**config.mk**
```make
export PLATFORM = sky130hd
export DESIGN_NAME = fp_add_arbiter_flat
export DESIGN_NICKNAME = d
export VERILOG_FILES = /design/src/rtl/fp_add_arbiter_pkg.sv /design/src/rtl/fp_add_arbiter_if.sv /design/src/rtl/fp_add_arbiter_rr_arbiter.sv /design/src/rtl/fp_add_arbiter.sv /design/src/flat_wrapper.sv
export SDC_FILE = /design/constraint.sdc
export NUM_CORES = 1
export LEC_CHECK = 0
export CORE_MARGIN = 2
export CORE_UTILIZATION = 30
export DETAILED_ROUTE_END_ITERATION = 6
export PLACE_DENSITY = 0.69
export SLEW_MARGIN = 20
export SYNTH_ARGS = -nofsm -noshare
export SYNTH_HDL_FRONTEND = slang
export SYNTH_SLANG_ARGS = --single-unit
```
**constraint.sdc**
```tcl
create_clock -name clk -period 3.3 [get_ports clk]
set_input_delay 0.66 -clock clk [delete_from_list [all_inputs] [get_ports clk]]
set_output_delay 0.66 -clock clk [all_outputs]
set_load 0.03 [all_outputs]
```
**src/rtl/fp_add_arbiter_pkg.sv**
```systemverilog
`default_nettype none
// ============================================================================
//  Module   : fp_add_arb_pkg
//  Purpose  : Shared widths, latency and helpers for the FpAdd arbiter slice.
//  Revision : 1.0  initial release
// ============================================================================
package fp_add_arb_pkg;

    localparam int FP_W       = 27;
    localparam int FP_EXP_W   = 8;
    localparam int FP_MANT_W  = 18;
    localparam int FP_ADD_LAT = 3;

    typedef logic [FP_W-1:0] fp_t;

    // Width of a requester ID; kept at least one bit so two requesters still fit.
    function automatic int req_id_w(input int nreq);
        return (nreq <= 2) ? 1 : $clog2(nreq);
    endfunction

endpackage
`default_nettype wire

```
**src/rtl/fp_add_arbiter_if.sv**
```systemverilog
`default_nettype none
// ============================================================================
//  Module   : fp_add_arbiter_if
//  Purpose  : Requester, adder and response bundle of the FpAdd arbiter.
//  Revision : 1.0  initial release
// ============================================================================
interface fp_add_arbiter_if
    import fp_add_arb_pkg::*;
#(
    parameter int NREQ = 4,
    parameter int W    = FP_W,
    parameter int LAT  = FP_ADD_LAT
);
    localparam int ID_W  = req_id_w(NREQ);
    localparam int CNT_W = $clog2(LAT + 3);

    logic                en;
    logic [NREQ-1:0]     req_valid;
    logic [NREQ-1:0]     req_ready;
    logic [NREQ*W-1:0]   req_a;
    logic [NREQ*W-1:0]   req_b;
    logic [W-1:0]        add_a;
    logic [W-1:0]        add_b;
    logic [W-1:0]        add_sum;
    logic                rsp_valid;
    logic [ID_W-1:0]     rsp_id;
    logic [W-1:0]        rsp_sum;
    logic [CNT_W-1:0]    inflight;
    logic                idle;

    // Arbiter side
    modport slave (
        input  en, req_valid, req_a, req_b, add_sum,
        output req_ready, add_a, add_b, rsp_valid, rsp_id, rsp_sum, inflight, idle
    );

    // Requesters, sequencer and adder side
    modport master (
        output en, req_valid, req_a, req_b, add_sum,
        input  req_ready, add_a, add_b, rsp_valid, rsp_id, rsp_sum, inflight, idle
    );

endinterface
`default_nettype wire

```
**src/rtl/fp_add_arbiter_rr_arbiter.sv**
```systemverilog
`default_nettype none
// ============================================================================
//  Module   : rr_arbiter
//  Purpose  : Round-robin grant with a pointer that advances past each winner.
//  Revision : 1.0  initial release
// ============================================================================
module rr_arbiter
    import fp_add_arb_pkg::*;
#(
    parameter int NREQ = 4,
    parameter int ID_W = req_id_w(NREQ)
) (
    input  wire logic            clk,
    input  wire logic            rst,
    input  wire logic [NREQ-1:0] req,
    input  wire logic            en,
    output logic      [NREQ-1:0] grant,
    output logic      [ID_W-1:0] grant_id
);

    logic [ID_W-1:0] ptr_q;
    logic [ID_W-1:0] ptr_d;
    logic            found;

    // First valid requester at or above the pointer, wrapping modulo NREQ
    always_comb begin
        int idx;
        grant    = '0;
        grant_id = '0;
        found    = 1'b0;
        idx      = 0;
        for (int k = 0; k < NREQ; k++) begin
            idx = int'(ptr_q) + k;
            if (idx >= NREQ) begin
                idx = idx - NREQ;
            end
            if (!found && en && req[idx]) begin
                found       = 1'b1;
                grant[idx]  = 1'b1;
                grant_id    = ID_W'(idx);
            end
        end
    end

    // Pointer moves to the slot just after the winner, holds otherwise
    always_comb begin
        ptr_d = ptr_q;
        if (found) begin
            ptr_d = (grant_id == ID_W'(NREQ - 1)) ? '0 : grant_id + 1'b1;
        end
    end

    // Pointer register
    always_ff @(posedge clk or negedge rst) begin
        if (!rst) begin
            ptr_q <= '0;
        end else begin
            ptr_q <= ptr_d;
        end
    end

endmodule
`default_nettype wire

```
**src/rtl/fp_add_arbiter.sv**
```systemverilog
`default_nettype none
// ============================================================================
//  Module   : fp_add_arbiter
//  Purpose  : Shares one pipelined FpAdd among NREQ requesters and returns
//             each sum tagged with the issuing requester's ID.
//  Revision : 1.0  initial release
// ============================================================================
module fp_add_arbiter
    import fp_add_arb_pkg::*;
#(
    parameter int NREQ = 4,
    parameter int W    = FP_W,
    parameter int LAT  = FP_ADD_LAT
) (
    input  wire logic       clk,
    input  wire logic       rst,
    fp_add_arbiter_if.slave bus
);

    localparam int ID_W  = req_id_w(NREQ);
    localparam int CNT_W = $clog2(LAT + 3);

    logic [NREQ-1:0]         grant;
    logic [ID_W-1:0]         grant_id;
    logic                    accept;
    logic                    arb_en;

    logic [W-1:0]            add_a_q, add_a_d;
    logic [W-1:0]            add_b_q, add_b_d;
    logic [LAT:0]            trk_v_q, trk_v_d;
    logic [LAT:0][ID_W-1:0]  trk_id_q, trk_id_d;
    logic                    rsp_valid_q, rsp_valid_d;
    logic [ID_W-1:0]         rsp_id_q, rsp_id_d;
    logic [W-1:0]            rsp_sum_q, rsp_sum_d;
    logic [CNT_W-1:0]        inflight_q, inflight_d;

    // Grants are suppressed while reset is held so nothing is handshaken then
    assign arb_en = bus.en & rst;

    rr_arbiter #(
        .NREQ (NREQ),
        .ID_W (ID_W)
    ) u_rr_arbiter (
        .clk      (clk),
        .rst      (rst),
        .req      (bus.req_valid),
        .en       (arb_en),
        .grant    (grant),
        .grant_id (grant_id)
    );

    // Only valid requesters are ever granted, so any grant is an accept
    assign accept        = |grant;
    assign bus.req_ready = grant;
    assign bus.add_a     = add_a_q;
    assign bus.add_b     = add_b_q;
    assign bus.rsp_valid = rsp_valid_q;
    assign bus.rsp_id    = rsp_id_q;
    assign bus.rsp_sum   = rsp_sum_q;
    assign bus.inflight  = inflight_q;
    assign bus.idle      = (inflight_q == '0);

    // Next-state: operand capture, tracker shift, response capture, occupancy
    always_comb begin
        add_a_d = add_a_q;
        add_b_d = add_b_q;
        if (accept) begin
            add_a_d = bus.req_a[grant_id*W +: W];
            add_b_d = bus.req_b[grant_id*W +: W];
        end

        trk_v_d  = {trk_v_q[LAT-1:0], accept};
        trk_id_d = {trk_id_q[LAT-1:0], (accept ? grant_id : {ID_W{1'b0}})};

        // The tail lines up with the adder output of the same operation
        rsp_valid_d = trk_v_q[LAT];
        rsp_id_d    = rsp_id_q;
        rsp_sum_d   = rsp_sum_q;
        if (trk_v_q[LAT]) begin
            rsp_id_d  = trk_id_q[LAT];
            rsp_sum_d = bus.add_sum;
        end

        // An operation leaves the count on the edge that raises its strobe
        inflight_d = inflight_q;
        case ({accept, trk_v_q[LAT]})
            2'b10:   inflight_d = inflight_q + 1'b1;
            2'b01:   inflight_d = inflight_q - 1'b1;
            default: inflight_d = inflight_q;
        endcase
    end

    // State registers
    always_ff @(posedge clk or negedge rst) begin
        if (!rst) begin
            add_a_q     <= '0;
            add_b_q     <= '0;
            trk_v_q     <= '0;
            trk_id_q    <= '0;
            rsp_valid_q <= 1'b0;
            rsp_id_q    <= '0;
            rsp_sum_q   <= '0;
            inflight_q  <= '0;
        end else begin
            add_a_q     <= add_a_d;
            add_b_q     <= add_b_d;
            trk_v_q     <= trk_v_d;
            trk_id_q    <= trk_id_d;
            rsp_valid_q <= rsp_valid_d;
            rsp_id_q    <= rsp_id_d;
            rsp_sum_q   <= rsp_sum_d;
            inflight_q  <= inflight_d;
        end
    end

endmodule
`default_nettype wire

```
**src/flat_wrapper.sv**
```systemverilog
// flat-port wrapper written by rule: the top's interface ports become plain ports
module fp_add_arbiter_flat import fp_add_arb_pkg::*;
#(
    parameter int NREQ = 4,
    parameter int W    = FP_W,
    parameter int LAT  = FP_ADD_LAT
)
  (clk, rst, bus_en, bus_req_valid, bus_req_a, bus_req_b, bus_add_sum, bus_req_ready, bus_add_a, bus_add_b, bus_rsp_valid, bus_rsp_id, bus_rsp_sum, bus_inflight, bus_idle);
  fp_add_arbiter_if #(.NREQ(NREQ), .W(W), .LAT(LAT)) bus_i ();
  input  wire logic clk;
  input  wire logic rst;
  input wire logic [$bits(bus_i.en)-1:0] bus_en;
  input wire logic [$bits(bus_i.req_valid)-1:0] bus_req_valid;
  input wire logic [$bits(bus_i.req_a)-1:0] bus_req_a;
  input wire logic [$bits(bus_i.req_b)-1:0] bus_req_b;
  input wire logic [$bits(bus_i.add_sum)-1:0] bus_add_sum;
  output wire logic [$bits(bus_i.req_ready)-1:0] bus_req_ready;
  output wire logic [$bits(bus_i.add_a)-1:0] bus_add_a;
  output wire logic [$bits(bus_i.add_b)-1:0] bus_add_b;
  output wire logic [$bits(bus_i.rsp_valid)-1:0] bus_rsp_valid;
  output wire logic [$bits(bus_i.rsp_id)-1:0] bus_rsp_id;
  output wire logic [$bits(bus_i.rsp_sum)-1:0] bus_rsp_sum;
  output wire logic [$bits(bus_i.inflight)-1:0] bus_inflight;
  output wire logic [$bits(bus_i.idle)-1:0] bus_idle;
  assign bus_i.en = bus_en;
  assign bus_i.req_valid = bus_req_valid;
  assign bus_i.req_a = bus_req_a;
  assign bus_i.req_b = bus_req_b;
  assign bus_i.add_sum = bus_add_sum;
  assign bus_req_ready = bus_i.req_ready;
  assign bus_add_a = bus_i.add_a;
  assign bus_add_b = bus_i.add_b;
  assign bus_rsp_valid = bus_i.rsp_valid;
  assign bus_rsp_id = bus_i.rsp_id;
  assign bus_rsp_sum = bus_i.rsp_sum;
  assign bus_inflight = bus_i.inflight;
  assign bus_idle = bus_i.idle;
  fp_add_arbiter #(.NREQ(NREQ), .W(W), .LAT(LAT)) u_core (.clk(clk), .rst(rst), .bus(bus_i));
endmodule
```
Word-level counts from Yosys, hierarchy flattened
Cells that the tools add are included.

Word-level logic and storage cells: 100. Register bits after elaboration: 101. Output and inout port bits: 92.

Bitwise operators: 4. Reductions and logical operators: 17. Order comparisons: 12. Equal/unequal tests: 3. $mul: 1. Shifts and indexed selects: 2. Mux-type cells: 39. Add/subtract/negate cells: 10.

Operator list (number): $shiftx A108 B8 Y27 (2); $ge A32 B1 Y1 const B (4); $lt A32 B4 Y1 const B (4); $mux W32 (4); $mux W1 (16); $mux W4 (4); $mux W2 (6); $or A4 B4 Y4 (3); $sub A3 B3 Y4 const B (3); $logic_and A1 B1 Y1 (11); $ge A3 B3 Y1 const B (3); $bmux W1 S2 (4); $demux W1 S2 (4); $mul A2 B5 Y7 const B (1); $add A2 B2 Y3 const B (2); $pmux W3 S2 (1); $eq A2 B2 Y1 const B (2); $reduce_or A4 Y1 (1); $sub A2 B3 Y4 const B (1); $add A2 B1 Y3 const B (1); $add A3 B1 Y3 const B (1); $ge A2 B3 Y1 const B (1); $logic_not A1 Y1 (3); $logic_not A3 Y1 (1); 5 further kinds (5).

Depth between registers and ports, before layout
Gate-level depths: netlist (run 1).

Depth in word-level cells: 22. Mapped depth: 17. Depth with buffers taken out: 12.

Hierarchy
Synthesis (run 1) repeated with hierarchy kept, for this count alone.

Cells, all modules: 359. Area, all modules: 5641.7 µm².

Modules (own cells, without submodules): fp_add_arbiter (instances 1, sequential area each 2477.4 µm², area each 4906.0 µm², cells an instance 274); rr_arbiter (instances 1, sequential area each 50.0 µm², area each 735.7 µm², cells an instance 85).

Least setup slack after synthesis (run 1)
OpenSTA, ideal clock, no wires.

Kind: register to register. Start point: register with a tool-made name. End point: register u_core.inflight_q[2] (netlist: u_core.bus.inflight[2]). Library setup time: 80 ps. Period minus slack after synthesis: 3488 ps. Data arrival time: 3407 ps. Stages on the path, launching flop included: 18. Setup slack: -188 ps. Path through: dfrtp_1 > buf_6 > buf_2 > inv_2 > ha_1 > buf_2 > mux2i_1 > o32ai_2 > a21oi_1 > o21a_1 > buf_2 > clkbuf_1 > ha_1 > inv_1 > fa_1 > xor2_1 > nor2_1 > xor2_1.

RTL lines: to (signal assigned) (line fp_add_arbiter.sv:112) `inflight_q <= inflight_d;`; to (decl) (line fp_add_arbiter.sv:35) `logic [CNT_W-1:0] inflight_q, inflight_d;`.

Worst setup path in the final report (run 1)
Start point: register u_core.u_rr_arbiter.ptr_q[1]. End point: output port bus_req_ready[3].

Word-level cells in the longest chain between the ends: 19. Elaborated cells between the ends (all ways): 67.

RTL lines: from (decl) (line fp_add_arbiter_rr_arbiter.sv:21) `logic [ID_W-1:0] ptr_q;`; from (signal assigned) (line fp_add_arbiter_rr_arbiter.sv:58) `ptr_q <= ptr_d;`; branches (longest 18 deep; another with $ge A32 B1 Y1); $mux W4 (*) (line fp_add_arbiter_rr_arbiter.sv:37) `if (!found && en && req[idx]) begin`; to (decl) (line flat_wrapper.sv:17) `output wire logic [$bits(bus_i.req_ready)-1:0] bus_req_ready;`.

Every way passes the cells marked *. The select of a mux whose other input is x is not followed.

==> Flow_metrics.wiki, run 1 <==
{| class="wikitable"
! Metric !! Value
|-
| Status || finished clean
|-
| Design Area, Final || 0.00989 mm²
|-
| Residual DRC || 0
|-
| Placed wire-length estimate after detailed placement || 15.4 mm
|-
| Worst setup path class || reg2out
|-
| Number of nets in the synthesized netlist || 750
|-
| Ratio of cells with drive above 1 in the final layout || 13.2%
|-
| Mapped Avg Cell Area || 11.6 µm²
|-
| Accumulated negative setup slack || 0 ns
|-
| Starting Density || 30.5%
|-
| Quantity of I/O buffers inserted on ports || 341
|-
| First-pass detailed-route iteration total || 4
|-
| Iteration-0 DRC count of the detailed router || 288
|-
| Synth async-reset ratio || 100%
|-
| Wirelength per Cell || 18.2 µm
|-
| Number of distinct library cells after synthesis || 48
|-
| Number of pins with negative max-slew slack in the final report || 0
|-
| Period utilisation layout || 91.7%
|-
| Mean number of vias per cell || 4.88
|-
| Clock tree buffer depth || 2
|-
| Layout Nets || 1103
|-
| First-pass GRT wire length || 29.9 mm
|-
| Summed instance area of the synthesized netlist || 0.00569 mm²
|-
| Pin count of the biggest net entering global routing || 66
|-
| WP data required || 2.64 ns
|-
| WL final || 19.7 mm
|-
| FF-to-FF setup slack || 0.42 ns
|-
| Width of the die || 142 µm
|-
| Post-route ant nets || 0
|-
| Clock insertion delay at the later pin of the skew report || 0.36 ns
|-
| Total congestion overflow after global routing || 0
|-
| Count of mapped cells out of synthesis || 490
|-
| Number of antenna violations at the first check in global routing || 1
|-
| Total leakage power || 3.98 nW
|-
| Worst slew slack as a fraction of its limit || 45.1%
|-
| Layout Area Growth over Synthesis || 73.8%
|-
| Critical path arrival || 2.37 ns
|-
| Core Util, Final || 53.1%
|-
| Hold-critical path endpoint || u_core.trk_id_d[7]
|-
| Min-delay worst type || reg2reg
|-
| Area after detailed placement || 0.00954 mm²
|-
| Min-delay src || u_core.trk_id_d[5]
|-
| Share of the yosys chip area belonging to registers || 44.4%
|-
| Area taken by flip-flops and latches || 0.00253 mm²
|-
| Tot GR Track Use || 19.2%
|-
| Flip-flop cell with the highest count after synthesis || dfrtp_1
|-
| Maximum fanout along the worst path || 11
|-
| Maximum vdd ir drop || 0.000389 V
|-
| Number of cells in the design after placement || 1065
|-
| Clock Tree Root || clkbuf_16
|-
| Number of enable-type register cells in the synthesized netlist || 0
|-
| Number of standard cells in the final layout excluding fillers || 1083
|-
| Hold_buf cts || 0
|-
| Critical Path Sink Type || output pin
|-
| Number of buffers created by CTS || 9
|-
| CTS clk-pin slew, worst paths || 0.08 ns
|-
| Number of clock sinks || 101
|-
| Hold-critical path depth || 0
|-
| CP Launch Type || register
|-
| Area of the multi-input gates || 0.00291 mm²
|-
| Setup repair after global routing missed its margin || no
|-
| Measured slew at the worst slew-check pin || 0.823 ns
|-
| Fillers || 1674
|-
| FF-to-FF End || u_core.bus.inflight[2]
|-
| TritonCTS clock tree || done
|-
| Chip Height || 142 µm
|-
| Period minus WS final || 3.03 ns
|-
| Vias in the first global route || 5369
|-
| IO Count || 342
|-
| Max Clk Rate || 330 MHz
|-
| Design Power || 0.00870 W
|-
| H-tree Lvls || 3
|-
| Register bit count reported by yosys || 101
|-
| Floorplan die area || 0.0201 mm²
|-
| Count of synthesis-stage warnings from yosys || 0
|-
| Post-route clock skew || 0.0113 ns
|-
| Reg-to-reg startpoint || u_core.u_rr_arbiter.ptr_q[1]
|-
| Global placement routability congestion || 0.796
|-
| Std-Cell Core Area || 0.0186 mm²
|-
| Vias || 5282
|-
| Final Hold Fails || 0
|-
| Cell area power density || 879 mW/mm²
|-
| Max-capacitance violation count || 0
|-
| Placement Rows || 50
|-
| FF-to-FF path depth || 12
|-
| Setup-failing EPs final || 0
|}
critical path: stages, from the launching register on:
cell	delay, ns
dfrtp_1	0.38
inv_1	0.22
ha_4	0.29
mux2i_1	0.13
mux2_2	0.31
nor2_2	0.18
a22oi_1	0.09
o21ai_0	0.08
nor2b_1	0.15
buf_4	0.17
per-layer routing:
| metal | GRT usage, % | share of wire (%) | vias up |
|---|---|---|---|
| met5 | 0 | 0 | - |
| met1 | 24.2 | 40 | 2516 |
| li1 | - | - | 2542 |
| met3 | 4.25 | 7.5 | 19 |
| met4 | 6.68 | 1.7 | 0 |
| met2 | 32.6 | 50 | 205 |
how the worst max path moves through the flow:
stage	startpoint	end	slack [ns]	cells after the start
2_1_floorplan	register	u_core.bus.inflight[2]	0.03	17
3_3_place_gp	bus_req_valid[1]	u_core.bus.inflight[2]	0.009	11
3_5_place_dp	bus_req_valid[1]	u_core.bus.inflight[1]	-0.09	10
4_1_cts	u_core.u_rr_arbiter.ptr_q[1]	bus_req_ready[2]	0.02	8
5_1_grt	u_core.u_rr_arbiter.ptr_q[1]	bus_req_ready[3]	0.06	8
6_report	u_core.u_rr_arbiter.ptr_q[1]	bus_req_ready[3]	0.27	9
per-stage QoR:
step                      setup WS [ns]  hold slack (ns)
final                             0.273            0.344
after global routing             0.0647            0.354
after CTS                        0.0154            0.348
after detailed placement        -0.0918            0.336
after global placement          0.00939            0.332
after floorplan                  0.0277            0.331
layout make-up:
type	instances	share of cell area, %
diodes	1	0.0253
clock buffers	9	2.28
clock inverters	7	0.759
inverters	8	0.304
multi-input cells	340	29.4
flip-flops and latches	101	25.6
well taps	234	2.96
repair buffers	383	38.7
registers in the layout, summed over array words and instances (netlist names), named ones only:
name                       count
u_core.bus.add_b              27
u_core.trk_id_d                6
u_core.bus.rsp_valid           1
u_core.trk_id_q                2
u_core.bus.inflight            3
u_core.bus.rsp_id              2
u_core.bus.rsp_sum            27
u_core.bus.add_a              27
u_core.u_rr_arbiter.ptr_q      1
u_core.trk_v_q                 4
synthesized netlist by cell type, types with 2 or more instances:
master,instances,area [µm²]
mux2i_1,112,1120
mux4_2,4,90.1
and2_1,2,12.5
o221ai_1,54,473
buf_2,13,65.1
ha_1,9,113
nand2_1,60,225
a22oi_1,8,60.1
nand2b_1,4,25.0
nor2_1,6,22.5
clkbuf_1,15,56.3
dfrtp_1,101,2530
nand3_1,3,15.0
inv_2,3,11.3
xnor2_1,3,26.3
mux2_2,30,338
buf_6,12,135
xor2_1,2,17.5
inv_1,5,18.8
nor3b_1,2,15.0
or2_2,2,12.5
a21oi_1,5,25.0
o21ai_0,6,30.0
nor2b_1,5,31.3
report_power, final:
group | total (W) | switching [W] | internal [W]
clock network | 0.00108 | 0.000542 | 0.000539
registers | 0.00213 | 0.000305 | 0.00182
logic | 0.00549 | 0.00293 | 0.00256
total | 0.00870 | 0.00378 | 0.00492
timing repair:
| action | CTS | global route |
|---|---|---|
| gates resized for setup | 0 | 8 |
| endpoints found under the hold margin | 0 | 0 |
| setup buffers | 0 | 1 |
| setup endpoints to repair | 0 | 4 |
kinds of logic after synthesis:
| family | after synthesis | synth area share (%) |
|---|---|---|
| mux | 147 | 27.5 |
| flops | 101 | 44.4 |
| buf+inv | 49 | 5.12 |
| simple gates | 93 | 7.58 |
| fa+ha+maj | 10 | 2.33 |
| compound gates | 85 | 12.3 |
| xor+xnor | 5 | 0.770 |
cell usage in the layout (no fill, tap or decap), types with 3 or more instances in the layout:
| cell type | instances |
|---|---|
| ha_1 | 8 |
| a22oi_1 | 8 |
| nand2_1 | 59 |
| nor2b_1 | 5 |
| a21oi_1 | 5 |
| nand2b_1 | 3 |
| nor2_1 | 5 |
| inv_2 | 3 |
| nand3_1 | 3 |
| mux2i_1 | 112 |
| inv_1 | 5 |
| o21ai_0 | 6 |
| mux4_2 | 4 |
| o221ai_1 | 54 |
| dfrtp_1 | 101 |
| xnor2_1 | 3 |
| clkdlybuf4s50_1 | 332 |
| buf_12 | 8 |
| inv_8 | 3 |
| dlymetal6s2s_1 | 4 |
| buf_4 | 39 |
| clkbuf_16 | 9 |
| mux2_2 | 30 |
Power figures use the tool's default switching activity.
==> inputs of run 2 (changes only) <==
--- a/config.mk
+++ b/config.mk
@@ -7,6 +7,7 @@
 export LEC_CHECK = 0
 export CORE_MARGIN = 2
 export CORE_UTILIZATION = 30
+export CTS_BUF_LIST = sky130_fd_sc_hd__clkbuf_16
 export DETAILED_ROUTE_END_ITERATION = 6
 export PLACE_DENSITY = 0.69
 export SLEW_MARGIN = 20
==> results of run 2 <==
The final DEF is identical to that of run 1; final timing and power are the same.
==> inputs of run 3 (changes only) <==
--- a/config.mk
+++ b/config.mk
@@ -9,6 +9,7 @@
 export CORE_UTILIZATION = 30
 export CTS_BUF_LIST = sky130_fd_sc_hd__clkbuf_16
 export DETAILED_ROUTE_END_ITERATION = 6
+export GPL_TIMING_DRIVEN = 0
 export PLACE_DENSITY = 0.69
 export SLEW_MARGIN = 20
 export SYNTH_ARGS = -nofsm -noshare
==> Flow_metrics.wiki, run 3 (synthesis results as in run 1) <==
{| class="wikitable"
! Metric !! Value
|-
| Period utilisation layout || 97.0% (was 91.7%)
|-
| Detailed route wirelength on metal3 || 1.37 mm (was 1.47 mm)
|-
| Vias || 5371 (was 5282)
|-
| Wirelength per Cell || 19.5 µm (was 18.2 µm)
|-
| Accumulated negative setup slack || 0 ns (unchanged)
|-
| Maximum vdd ir drop || 0.000455 V (was 0.000389 V)
|-
| CP Launch Type || register (unchanged)
|-
| Width of the die || 142 µm (unchanged)
|-
| WL final || 21.3 mm (was 19.7 mm)
|-
| FF-to-FF setup slack || 0.17 ns (was 0.42 ns)
|-
| Highest layer used for signal routing || met4 (unchanged)
|-
| Placed wire-length estimate after detailed placement || 16.5 mm (was 15.4 mm)
|-
| Layout Area Growth over Synthesis || 74.8% (was 73.8%)
|-
| Number of clock sinks || 101 (unchanged)
|-
| CTS clk-pin slew, worst paths || 0.07 ns (was 0.08 ns)
|-
| Met1 Wirelength || 8.42 mm (was 7.97 mm)
|-
| First-pass detailed-route iteration total || 4 (unchanged)
|-
| Min-delay worst type || in2async (was reg2reg)
|-
| Part of the power in the clock network || 11.9% (was 12.4%)
|-
| Power share of the combinational group || 63.9% (was 63.1%)
|-
| Critical path arrival || 2.54 ns (was 2.37 ns)
|-
| Max Clk Rate || 312 MHz (was 330 MHz)
|-
| Max-capacitance violation count || 0 (unchanged)
|-
| WP data required || 2.64 ns (about the same)
|-
| Number of standard cells in the final layout excluding fillers || 1094 (was 1083)
|-
| Chip Height || 142 µm (unchanged)
|-
| Total congestion overflow after global routing || 0 (unchanged)
|-
| Maximum fanout along the worst path || 10 (was 11)
|-
| Number of buffers created by CTS || 9 (unchanged)
|-
| Sequential Power Share || 24.2% (was 24.4%)
|-
| Number of pins with negative max-slew slack in the final report || 0 (unchanged)
|-
| Critical Path Sink Type || output pin (unchanged)
|-
| Vias in the first global route || 5303 (was 5369)
|-
| Clock insertion delay at the later pin of the skew report || 0.36 ns (about the same)
|-
| Number of cells in the design after placement || 1066 (was 1065)
|-
| Ratio of cells with drive above 1 in the final layout || 14.7% (was 13.2%)
|-
| Mean number of vias per cell || 4.91 (was 4.88)
|-
| IO Count || 342 (unchanged)
|-
| Std-Cell Core Area || 0.0186 mm² (unchanged)
|-
| Final Hold Fails || 0 (unchanged)
|-
| Minimum setup slack after placement || -0.788 ns (was -0.0918 ns)
|-
| Worst slew slack as a fraction of its limit || 61.9% (was 45.1%)
|-
| Layout Nets || 1114 (was 1103)
|-
| Starting Density || 30.5% (unchanged)
|-
| Tot GR Track Use || 20.5% (was 19.2%)
|-
| Global placement routability congestion || 0.797 (was 0.796)
|-
| Clock Tree Root || clkbuf_16 (unchanged)
|-
| Cell area power density || 895 mW/mm² (was 879 mW/mm²)
|-
| Quantity of I/O buffers inserted on ports || 341 (unchanged)
|-
| Worst setup path class || reg2out (unchanged)
|-
| TritonCTS clock tree || done (unchanged)
|-
| Setup-failing EPs final || 0 (unchanged)
|-
| Placement Rows || 50 (unchanged)
|-
| H-tree Lvls || 3 (unchanged)
|-
| Measured slew at the worst slew-check pin || 0.572 ns (was 0.823 ns)
|-
| Clock tree buffer depth || 2 (unchanged)
|-
| Total leakage power || 3.96 nW (was 3.98 nW)
|-
| Number of antenna violations at the first check in global routing || 1 (unchanged)
|-
| Int Pwr || 0.00498 W (was 0.00492 W)
|-
| Residual DRC || 0 (unchanged)
|-
| Iteration-0 DRC count of the detailed router || 187 (was 288)
|-
| Leading cell types in the layout, fill and taps excluded || 334 x clkdlybuf4s50_1, 110 x mux2i_1, 99 x dfrtp_1, 60 x nand2_1, 54 x o221ai_1 (was 332 x clkdlybuf4s50_1, 112 x mux2i_1, 101 x dfrtp_1, 59 x nand2_1, 54 x o221ai_1)
|-
| Net Sw Frac || 44.1% (was 43.5%)
|-
| Most common cell after layout, fill and taps aside || clkdlybuf4s50_1 (unchanged)
|-
| Post-route ant nets || 0 (unchanged)
|-
| Sw Pwr || 0.00393 W (was 0.00378 W)
|-
| First-pass GRT wire length || 31.2 mm (was 29.9 mm)
|-
| Period minus WS final || 3.20 ns (was 3.03 ns)
|-
| PnR worst setup slack || 0.0999 ns (was 0.273 ns)
|-
| Status || finished clean (unchanged)
|-
| Post-route clock skew || 0.00591 ns (was 0.0113 ns)
|-
| Routed length on met2 || 11.2 mm (was 9.95 mm)
|-
| Floorplan die area || 0.0201 mm² (unchanged)
|-
| Pin count of the biggest net entering global routing || 75 (was 66)
|}
-- run 3: cell types whose count changed in the layout (fill, tap and decap cells not counted), moves of 4 or more --
cell,delta
buf_12,-7
buf_4,-20
clkbuf_2,+6
a22oi_1,-4
buf_2,+7
o21ai_0,-4
a22oi_2,+4
o21ai_1,+4
clkbuf_1,+7
buf_6,+16
-- run 3: cell type report --
type                            instances  area, µm²
Antenna cell                            1       2.50
Tap cell                              234        293
Buffer                                 38        292
Clock inverter                          7       72.6
Sequential cell                       101       2530
Multi-Input combinational cell        340       2950
Clock buffer                            9        225
Timing Repair Buffer                  356       3550
Inverter                                8       41.3
Fill cell                            1693       8700
-- run 3: what timing repair did --
item                       4_1_cts  5_1_grt
setup buffers                    5        9
setup endpoints to repair       59       55
gates resized for setup         46       36
pin swaps                        6        8
hold buffers                     0        0
-- run 3: metrics by stage --
step	utilization (%)	hold slack, ns	area (µm²)	power [W]
after floorplan	-	0.331	5700	0.00545
after global placement	50.5	0.332	9410	0.00752
after detailed placement	50.6	0.335	9440	0.00760
after CTS	52.6	0.177	9810	0.00883
after global routing	53.4	0.187	9950	0.00942
final	53.4	0.184	9950	0.00890
-- run 3: path summary, 6_finish.rpt --
check / from / end / cells after the start
worst max-delay path: u_core.u_rr_arbiter.ptr_q[1] / bus_req_ready[3] / 10
worst min-delay path: rst / async pin / 1
worst max register to register: u_core.u_rr_arbiter.ptr_q[1] / u_core.bus.inflight[2] / 15
worst min register to register: u_core.trk_id_d[4] / u_core.trk_id_d[6] / 0
max in group asynchronous: rst / u_core.bus.add_a[9] / 2
min in group clk: u_core.trk_id_d[4] / u_core.trk_id_d[6] / 0
-- run 3: power by group through the flow --
stage               Sequential (W)  Combinational (W)  Clock, W
CTS                        0.00214            0.00559   0.00110
floorplan                  0.00315            0.00230         0
global route               0.00222            0.00605   0.00115
detailed placement         0.00217            0.00543         0
global placement           0.00214            0.00538         0
finish                     0.00215            0.00569   0.00106
-- run 3: critical path: stages (launching register included) --
cell        delay (ns)
dfrtp_2           0.39
buf_6             0.13
clkinvlp_4        0.11
ha_4              0.23
buf_6             0.14
mux2i_2           0.16
o32ai_4           0.43
a22oi_2           0.14
o21ai_1           0.13
nor2b_1           0.14
buf_4             0.18
-- run 3: per-layer routing --
layer / global-route usage [%] / up-vias
met2: 36.9 / 204
met3: 4.86 / 14
met5: 0 / -
li1: - / 2558
met1: 24.4 / 2595
met4: 5.58 / 0
